--- config.mk ---
export PLATFORM = sky130hd
export DESIGN_NAME = mips_multicycle_ctrl
export DESIGN_NICKNAME = d
export VERILOG_FILES = /design/src/rtl/mips_multicycle_ctrl.sv
export SDC_FILE = /design/constraint.sdc
export NUM_CORES = 1
export LEC_CHECK = 0
export CAP_MARGIN = 20
export CORE_AREA = 5 5 127 129
export DETAILED_ROUTE_END_ITERATION = 10
export DIE_AREA = 0 0 132 134
export PLACE_DENSITY = 0.54
export SLEW_MARGIN = 20
export SYNTH_ARGS = -nofsm -noshare
export SYNTH_HDL_FRONTEND = slang
export SYNTH_SLANG_ARGS = --single-unit
--- constraint.sdc ---
create_clock -name clk -period 6.8 [get_ports clk]
set_clock_uncertainty 0.1 [all_clocks]
set_input_delay 1.36 -clock clk [delete_from_list [all_inputs] [get_ports clk]]
set_output_delay 1.36 -clock clk [all_outputs]
set_load 0.02 [all_outputs]
--- src/rtl/mips_multicycle_ctrl.sv ---
// Multi-cycle control sequencer for the MIPS core.
// Walks FETCH/DECODE/EXEC/MEM/WB, handles a variable-latency memory handshake
// with a bus-timeout fault, stalls EXEC for mult/div, and keeps retire/cycle
// counters. HALT is sticky until reset; outputs are forced idle during reset.
module mips_multicycle_ctrl #(
  parameter int MEM_TIMEOUT   = 16,
  parameter int MULDIV_CYCLES = 4,
  parameter int CNT_W         = 32,
  parameter int ALU_CTL_W     = 4
) (
  input  logic                 clk,
  input  logic                 rst_b,
  input  logic [5:0]           opcode,
  input  logic [5:0]           func,
  input  logic                 alu_zero,
  input  logic                 mem_ready,
  output logic                 mem_req,
  output logic                 mem_we,
  output logic                 mem_addr_sel,
  output logic                 ir_we,
  output logic                 pc_we,
  output logic [1:0]           pc_src,
  output logic [ALU_CTL_W-1:0] alu_ctl,
  output logic [1:0]           alu_src_b,
  output logic                 rf_we,
  output logic                 rf_waddr_sel,
  output logic [1:0]           rf_wdata_sel,
  output logic                 halted,
  output logic [1:0]           fault,
  output logic [CNT_W-1:0]     retire_cnt,
  output logic [CNT_W-1:0]     cycle_cnt
);

  localparam int WAIT_W  = $clog2(MEM_TIMEOUT + 1);
  localparam int STALL_W = $clog2(MULDIV_CYCLES + 1);
  localparam logic [WAIT_W-1:0]  WAIT_LAST  = WAIT_W'(MEM_TIMEOUT - 1);
  localparam logic [STALL_W-1:0] STALL_LAST = STALL_W'(MULDIV_CYCLES - 1);

  typedef enum logic [2:0] {
    ST_FETCH  = 3'd0,
    ST_DECODE = 3'd1,
    ST_EXEC   = 3'd2,
    ST_MEM    = 3'd3,
    ST_WB     = 3'd4,
    ST_HALT   = 3'd5
  } state_t;

  // Instruction classes that steer the sequencing after DECODE.
  typedef enum logic [3:0] {
    CL_ALU     = 4'd0,
    CL_MULDIV  = 4'd1,
    CL_BEQ     = 4'd2,
    CL_BNE     = 4'd3,
    CL_LW      = 4'd4,
    CL_SW      = 4'd5,
    CL_LUI     = 4'd6,
    CL_JUMP    = 4'd7,
    CL_SYSCALL = 4'd8
  } cls_t;

  state_t               state;
  logic [WAIT_W-1:0]    wait_cnt;
  logic [STALL_W-1:0]   stall_cnt;

  logic                 dec_legal;
  logic                 dec_rtype;
  cls_t                 dec_cls;
  logic [ALU_CTL_W-1:0] dec_alu;
  logic [1:0]           dec_src_b;
  logic                 mem_timeout;

  // Instruction decode: class, ALU code and operand-B select from opcode/func.
  always_comb begin
    dec_legal = 1'b1;
    dec_rtype = (opcode == 6'b000000);
    dec_cls   = CL_ALU;
    dec_alu   = ALU_CTL_W'(0);
    dec_src_b = 2'd0;
    case (opcode)
      6'b000000: begin
        case (func)
          6'b000000: begin dec_alu = ALU_CTL_W'(9);  dec_src_b = 2'd3; end // sll
          6'b000010: begin dec_alu = ALU_CTL_W'(8);  dec_src_b = 2'd3; end // srl
          6'b000011: begin dec_alu = ALU_CTL_W'(10); dec_src_b = 2'd3; end // sra
          6'b000100: dec_alu = ALU_CTL_W'(9);                              // sllv
          6'b000110: dec_alu = ALU_CTL_W'(8);                              // srlv
          6'b001100: dec_cls = CL_SYSCALL;                                 // syscall
          6'b011000: begin dec_alu = ALU_CTL_W'(2); dec_cls = CL_MULDIV; end // mult
          6'b011010: begin dec_alu = ALU_CTL_W'(3); dec_cls = CL_MULDIV; end // div
          6'b100000: dec_alu = ALU_CTL_W'(0);                              // add
          6'b100001: dec_alu = ALU_CTL_W'(0);                              // addu
          6'b100010: dec_alu = ALU_CTL_W'(1);                              // sub
          6'b100011: dec_alu = ALU_CTL_W'(1);                              // subu
          6'b100100: dec_alu = ALU_CTL_W'(5);                              // and
          6'b100101: dec_alu = ALU_CTL_W'(6);                              // or
          6'b100110: dec_alu = ALU_CTL_W'(4);                              // xor
          6'b100111: dec_alu = ALU_CTL_W'(7);                              // nor
          6'b101010: dec_alu = ALU_CTL_W'(11);                             // slt
          default:   dec_legal = 1'b0;
        endcase
      end
      6'b000010: dec_cls = CL_JUMP;                                                  // j
      6'b000100: begin dec_cls = CL_BEQ; dec_alu = ALU_CTL_W'(12); end               // beq
      6'b000101: begin dec_cls = CL_BNE; dec_alu = ALU_CTL_W'(12); end               // bne
      6'b001000: begin dec_alu = ALU_CTL_W'(0); dec_src_b = 2'd1; end                // addi
      6'b001001: begin dec_alu = ALU_CTL_W'(0); dec_src_b = 2'd2; end                // addiu
      6'b001100: begin dec_alu = ALU_CTL_W'(5); dec_src_b = 2'd2; end                // andi
      6'b001101: begin dec_alu = ALU_CTL_W'(6); dec_src_b = 2'd2; end                // ori
      6'b001110: begin dec_alu = ALU_CTL_W'(4); dec_src_b = 2'd2; end                // xori
      6'b001111: dec_cls = CL_LUI;                                                   // lui
      6'b100011: begin dec_cls = CL_LW; dec_alu = ALU_CTL_W'(0); dec_src_b = 2'd1; end // lw
      6'b101011: begin dec_cls = CL_SW; dec_alu = ALU_CTL_W'(0); dec_src_b = 2'd1; end // sw
      default:   dec_legal = 1'b0;
    endcase
  end

  // Datapath control decode from state; everything idles while reset is held.
  always_comb begin
    mem_req      = 1'b0;
    mem_we       = 1'b0;
    mem_addr_sel = 1'b0;
    ir_we        = 1'b0;
    pc_we        = 1'b0;
    pc_src       = 2'd0;
    alu_ctl      = ALU_CTL_W'(0);
    alu_src_b    = 2'd0;
    rf_we        = 1'b0;
    rf_waddr_sel = 1'b0;
    rf_wdata_sel = 2'd0;
    if (!rst_b) begin
      mem_req = 1'b0;
    end else begin
      case (state)
        ST_FETCH: begin
          mem_req = 1'b1;
          if (mem_ready) begin
            ir_we = 1'b1;
            pc_we = 1'b1;
          end else begin
            ir_we = 1'b0;
          end
        end
        ST_DECODE: begin
          if (dec_legal && dec_cls == CL_JUMP) begin
            pc_we  = 1'b1;
            pc_src = 2'd2;
          end else begin
            pc_we  = 1'b0;
          end
        end
        ST_EXEC: begin
          alu_ctl   = dec_alu;
          alu_src_b = dec_src_b;
          if ((dec_cls == CL_BEQ && alu_zero) || (dec_cls == CL_BNE && !alu_zero)) begin
            pc_we  = 1'b1;
            pc_src = 2'd1;
          end else begin
            pc_we  = 1'b0;
          end
        end
        ST_MEM: begin
          mem_req      = 1'b1;
          mem_addr_sel = 1'b1;
          mem_we       = (dec_cls == CL_SW);
        end
        ST_WB: begin
          rf_we        = 1'b1;
          rf_waddr_sel = dec_rtype;
          if (dec_cls == CL_LW) begin
            rf_wdata_sel = 2'd1;
          end else if (dec_cls == CL_LUI) begin
            rf_wdata_sel = 2'd2;
          end else begin
            rf_wdata_sel = 2'd0;
          end
        end
        default: mem_req = 1'b0;
      endcase
    end
  end

  // A request still waiting on its last permitted cycle becomes a bus fault.
  assign mem_timeout = mem_req && !mem_ready && (wait_cnt == WAIT_LAST);

  // Sequencer state, wait/stall counters, sticky halt/fault and statistics.
  always_ff @(posedge clk or negedge rst_b) begin
    if (!rst_b) begin
      state      <= ST_FETCH;
      wait_cnt   <= WAIT_W'(0);
      stall_cnt  <= STALL_W'(0);
      halted     <= 1'b0;
      fault      <= 2'd0;
      retire_cnt <= CNT_W'(0);
      cycle_cnt  <= CNT_W'(0);
    end else begin
      if (state != ST_HALT) begin
        cycle_cnt <= cycle_cnt + CNT_W'(1);
      end
      if (mem_req && !mem_ready && !mem_timeout) begin
        wait_cnt <= wait_cnt + WAIT_W'(1);
      end else begin
        wait_cnt <= WAIT_W'(0);
      end
      case (state)
        ST_FETCH: begin
          if (mem_ready) begin
            state <= ST_DECODE;
          end else if (mem_timeout) begin
            state  <= ST_HALT;
            halted <= 1'b1;
            fault  <= 2'd2;
          end
        end
        ST_DECODE: begin
          stall_cnt <= STALL_W'(0);
          if (!dec_legal) begin
            state  <= ST_HALT;
            halted <= 1'b1;
            fault  <= 2'd1;
          end else if (dec_cls == CL_SYSCALL) begin
            state      <= ST_HALT;
            halted     <= 1'b1;
            retire_cnt <= retire_cnt + CNT_W'(1);
          end else if (dec_cls == CL_JUMP) begin
            state      <= ST_FETCH;
            retire_cnt <= retire_cnt + CNT_W'(1);
          end else begin
            state <= ST_EXEC;
          end
        end
        ST_EXEC: begin
          case (dec_cls)
            CL_BEQ, CL_BNE: begin
              state      <= ST_FETCH;
              retire_cnt <= retire_cnt + CNT_W'(1);
            end
            CL_LW, CL_SW: state <= ST_MEM;
            CL_MULDIV: begin
              if (stall_cnt == STALL_LAST) begin
                stall_cnt <= STALL_W'(0);
                state     <= ST_WB;
              end else begin
                stall_cnt <= stall_cnt + STALL_W'(1);
              end
            end
            default: state <= ST_WB;
          endcase
        end
        ST_MEM: begin
          if (mem_ready) begin
            if (dec_cls == CL_SW) begin
              state      <= ST_FETCH;
              retire_cnt <= retire_cnt + CNT_W'(1);
            end else begin
              state <= ST_WB;
            end
          end else if (mem_timeout) begin
            state  <= ST_HALT;
            halted <= 1'b1;
            fault  <= 2'd2;
          end
        end
        ST_WB: begin
          state      <= ST_FETCH;
          retire_cnt <= retire_cnt + CNT_W'(1);
        end
        ST_HALT: state <= ST_HALT;
        default: state <= ST_FETCH;
      endcase
    end
  end

endmodule

==> results summary <==
Once detail routing completed, the nets flagged for antenna violations numbered 0. The synthesis warning total came out at 0. The layout cell share with drive strength beyond 1 is 6.440%. The starting density of the core came out at 29.29%.

The level count of the clock H-tree is 3. The max capacitance violation total came out at 0. The clock input transition at the sequential cells of the worst setup and hold paths came out at 60 ps. The number of clock sinks came out at 78. The first global-routing pass estimated 17910 um of wire. Hold timing on the final database bottoms out at a slack of 363.2 ps.

Setup repair after global routing left no endpoint under its margin. Entering global routing, the biggest net connects 46 pins. The total leakage power came out at 0.002446 uW. The average detailed-routed wire length per instance came out at 14.10 um. Walking the worst path, the cells encountered are clkdlybuf4s50_1, nor3b_1, or3b_2, nand3_1, xor2_1, nand2b_1, a221oi_1, clkdlybuf4s50_1. The number of CTS-inserted buffers is 9.

The initialized floorplan defines 45 standard-cell rows. Together, buffers and inverters on the worst path number 2. Among cell families on the critical path, the largest total delay comes from buffers and inverters. The run finished with clean final reports.

The number of hold-slack violations in the final timing report is 0. The dominant synthesized flop cell is dfrtp_1. The net count of the finished layout is 576. The horizontal die dimension came out at 132 um. The total setup violations reported at the end of the flow came out at 0. The number of remaining DRC errors came out at 0. The number of I/O pins is 100. Dividing the detail-routed via count by the number of cells gives 4.922.

The cell depth of the worst hold path is 1. The number of storage elements in the synthesis netlist came out at 78. In this run the clock root is driven by a clkbuf_16.

The post-CTS setup-driven buffer insertion count came out at 0. The mean instance size in the synthesized netlist is 9.439 sq um. The data arrival time of the critical path is 4180 ps.

Based on the critical path, the design can be clocked at up to 0.1773 GHz. The count of buffers added on input and output ports is 99. The number of cells upsized or downsized after cts is 0. The synthesized net count is 484.

The die is 134 um tall. The depth of the most critical reg-to-reg path is 6. In this run the number of cells on the critical path is 8. Routability-driven placement finished with a final weighted congestion of 0.9061. The number of library cell types mapped by synthesis came out at 55.

The filler cells instantiated in the layout total 1456. The final-layout setup total negative slack came out at 0 ps. The layout overhead on the synthesized area is 34.13%. The pin slew with the least headroom to its limit came out at 772.6 ps.

The detailed-route wire length came out at 10530 um. The via count of the first global-routing pass came out at 3649. The power consumption came out at 1613 uW.

The share of flip-flops with an asynchronous set or reset came out at 100.0%. The worst relative slew slack is 47.77%. The endpoint required time on the critical path came out at 5340 ps. The endpoint class of the critical path is an output port.

The largest fanout on the critical path is 13. The core box area came out at 0.01492 sq mm. The period utilization is 82.93%. The worst-path cell with the longest stage delay is clkdlybuf4s50_1. In this run the power density over the cells is 275.2 mW/mm^2. The total congestion overflow came out at 0. The number of antenna violations at the first check in global routing is 0. The aggregate global-route resource usage is 11.89%.

The delay of the slowest cell on the worst path came out at 660 ps. For this run, the detailed router's first-pass iteration total came to 4. The synthesized design contains 0 enable-type register cells.

In this run the deepest clock path goes through 2 buffers. In this run the worst hold path is classified as flip-flop to flip-flop. The CTS tree is done. The clock insertion delay at the later pin of the skew report came out at 330 ps. The number of hold buffers added after cts is 0. 0 antenna diodes ended up in the layout. The setup path with the least slack is of type primary input to output port. Synthesis produced 463 cells. The most common cell type on the critical path is clkdlybuf4s50_1.

The die covers 0.01769 sq mm. The post-route minimum period is 5640 ps. The routed layout has 3677 vias. Sequential elements use 44.66% of the synthesized area. The startpoint kind of the worst setup timing path is a primary input. The final-report max-slew violation count is 0. The initial DRC count came out at 142. The worst ir drop on vdd came out at 171.8 uV. The synthesized netlist occupies a cell area of 0.004370 sq mm. The detailed-placement wirelength estimate is 7834 um.
cell type report:
type / instances / area (sq um) / area share (%)
sequential: 78 / 1952 / 33.30
clock buffer: 9 / 225.2 / 3.842
timing repair buffer: 100 / 996.0 / 16.99
inverter: 17 / 63.81 / 1.089
multi-input combinational: 349 / 2256 / 38.48
clock inverter: 6 / 133.9 / 2.284
tap: 188 / 235.2 / 4.013
power by group:
part	internal, uW	total [uW]	switching (uW)
Sequential	516	596	80.4
Clock	394	580	185
Combinational	194	437	243
Total	1100	1610	509
cell usage after synthesis, drive strengths merged, types with 2 or more instances:
master / instances / area share [%]
clkbuf: 9 / 0.77
nor4b: 2 / 0.40
dfrtp: 78 / 45
a21oi: 12 / 1.4
and2: 3 / 0.43
ha: 5 / 1.4
nand2: 39 / 3.3
nand4: 18 / 3.3
nor4: 3 / 0.77
a21boi: 3 / 0.52
o211ai: 2 / 0.34
nor2b: 6 / 0.86
and4: 7 / 1.4
xor2: 28 / 5.6
nor3: 12 / 1.7
buf: 10 / 1.5
nand2b: 10 / 1.4
or3: 2 / 0.29
nor3b: 3 / 0.63
o21ai: 15 / 1.7
xnor2: 38 / 7.6
and3: 12 / 1.7
o21bai: 4 / 0.69
or2: 2 / 0.29
nand3b: 4 / 0.69
or3b: 2 / 0.40
a221oi: 2 / 0.40
inv: 17 / 1.5
o2111ai: 2 / 0.40
mux2: 3 / 0.77
nand3: 38 / 4.5
o22ai: 2 / 0.29
nor2: 56 / 4.8
state kept, by name, indices dropped and copies added, names as in the netlist:
signal      count
cycle_cnt      32
retire_cnt     32
wait_cnt        5
stall_cnt       3
state           3
fault           2
halted          1
through the flow:
step                      util [%]  area [sq um]  cells  setup slack (ps)
final                        39.29          5862    747              1160
after CTS                    39.29          5862    747              1161
after detailed placement     36.88          5503    732              1178
after global routing         39.29          5862    747             944.1
after floorplan                  -          4370    463              2149
after global placement       36.88          5503    732              1254
path summary, 6_finish.rpt:
| path | from | end | slack (ps) |
|---|---|---|---|
| hold reg to reg | cycle_cnt[31] | cycle_cnt[31] | 360 |
| min in group asynchronous | rst_b | cycle_cnt[8] | 920 |
| max in group asynchronous | rst_b | cycle_cnt[11] | 4690 |
| setup reg to reg | state[0] | retire_cnt[31] | 3940 |
| hold / removal | cycle_cnt[31] | cycle_cnt[31] | 360 |
| setup / recovery | opcode[3] | pc_we | 1160 |
cell families (layout without fill, tap and decap cells):
family                   after synthesis  in the layout  share of synthesized area (%)
flip-flops                            78             78                          44.66
buffers and inverters                 36            132                          3.722
AO/OA/AOI/OAI                         53             53                          8.274
adder cells (fa/ha/maj)                5              5                          1.431
XOR/XNOR                              66             66                          13.23
AND/OR/NAND/NOR                      222            222                          27.91
multiplexers                           3              3                         0.7729
cell usage in the layout, fill, tap and decap left out, types with 2 or more instances in the layout:
cell type / instances
o211ai_1: 2
nand2_1: 39
o21bai_1: 4
nor3b_1: 2
o2111ai_1: 2
nor2_1: 56
or2_2: 2
dfrtp_1: 78
nand3_1: 37
or3b_2: 2
o22ai_1: 2
nor2b_1: 6
clkdlybuf4s50_1: 98
and2_1: 3
buf_4: 2
ha_1: 5
and3_1: 12
nand4_4: 2
nand2b_1: 10
a221oi_1: 2
xor2_1: 28
nor4_1: 2
and4_1: 7
mux2_2: 3
or3_1: 2
clkbuf_16: 9
a21oi_1: 12
inv_1: 17
xnor2_1: 38
nor3_2: 3
nor4b_1: 2
nand3b_1: 4
a21boi_0: 3
nor3_1: 9
bufinv_16: 4
o21ai_0: 15
nand4_1: 16
routing by layer:
| metal | part of all wire (%) | routed length (um) | GRT usage [%] |
|---|---|---|---|
| met2 | 46 | 4816 | 18.70 |
| met1 | 47 | 4964 | 16.05 |
| met4 | 1.2 | 130 | 3.429 |
| met3 | 5.9 | 617 | 3.301 |
| met5 | 0 | 0 | 0 |
Power figures use the tool's default switching activity.
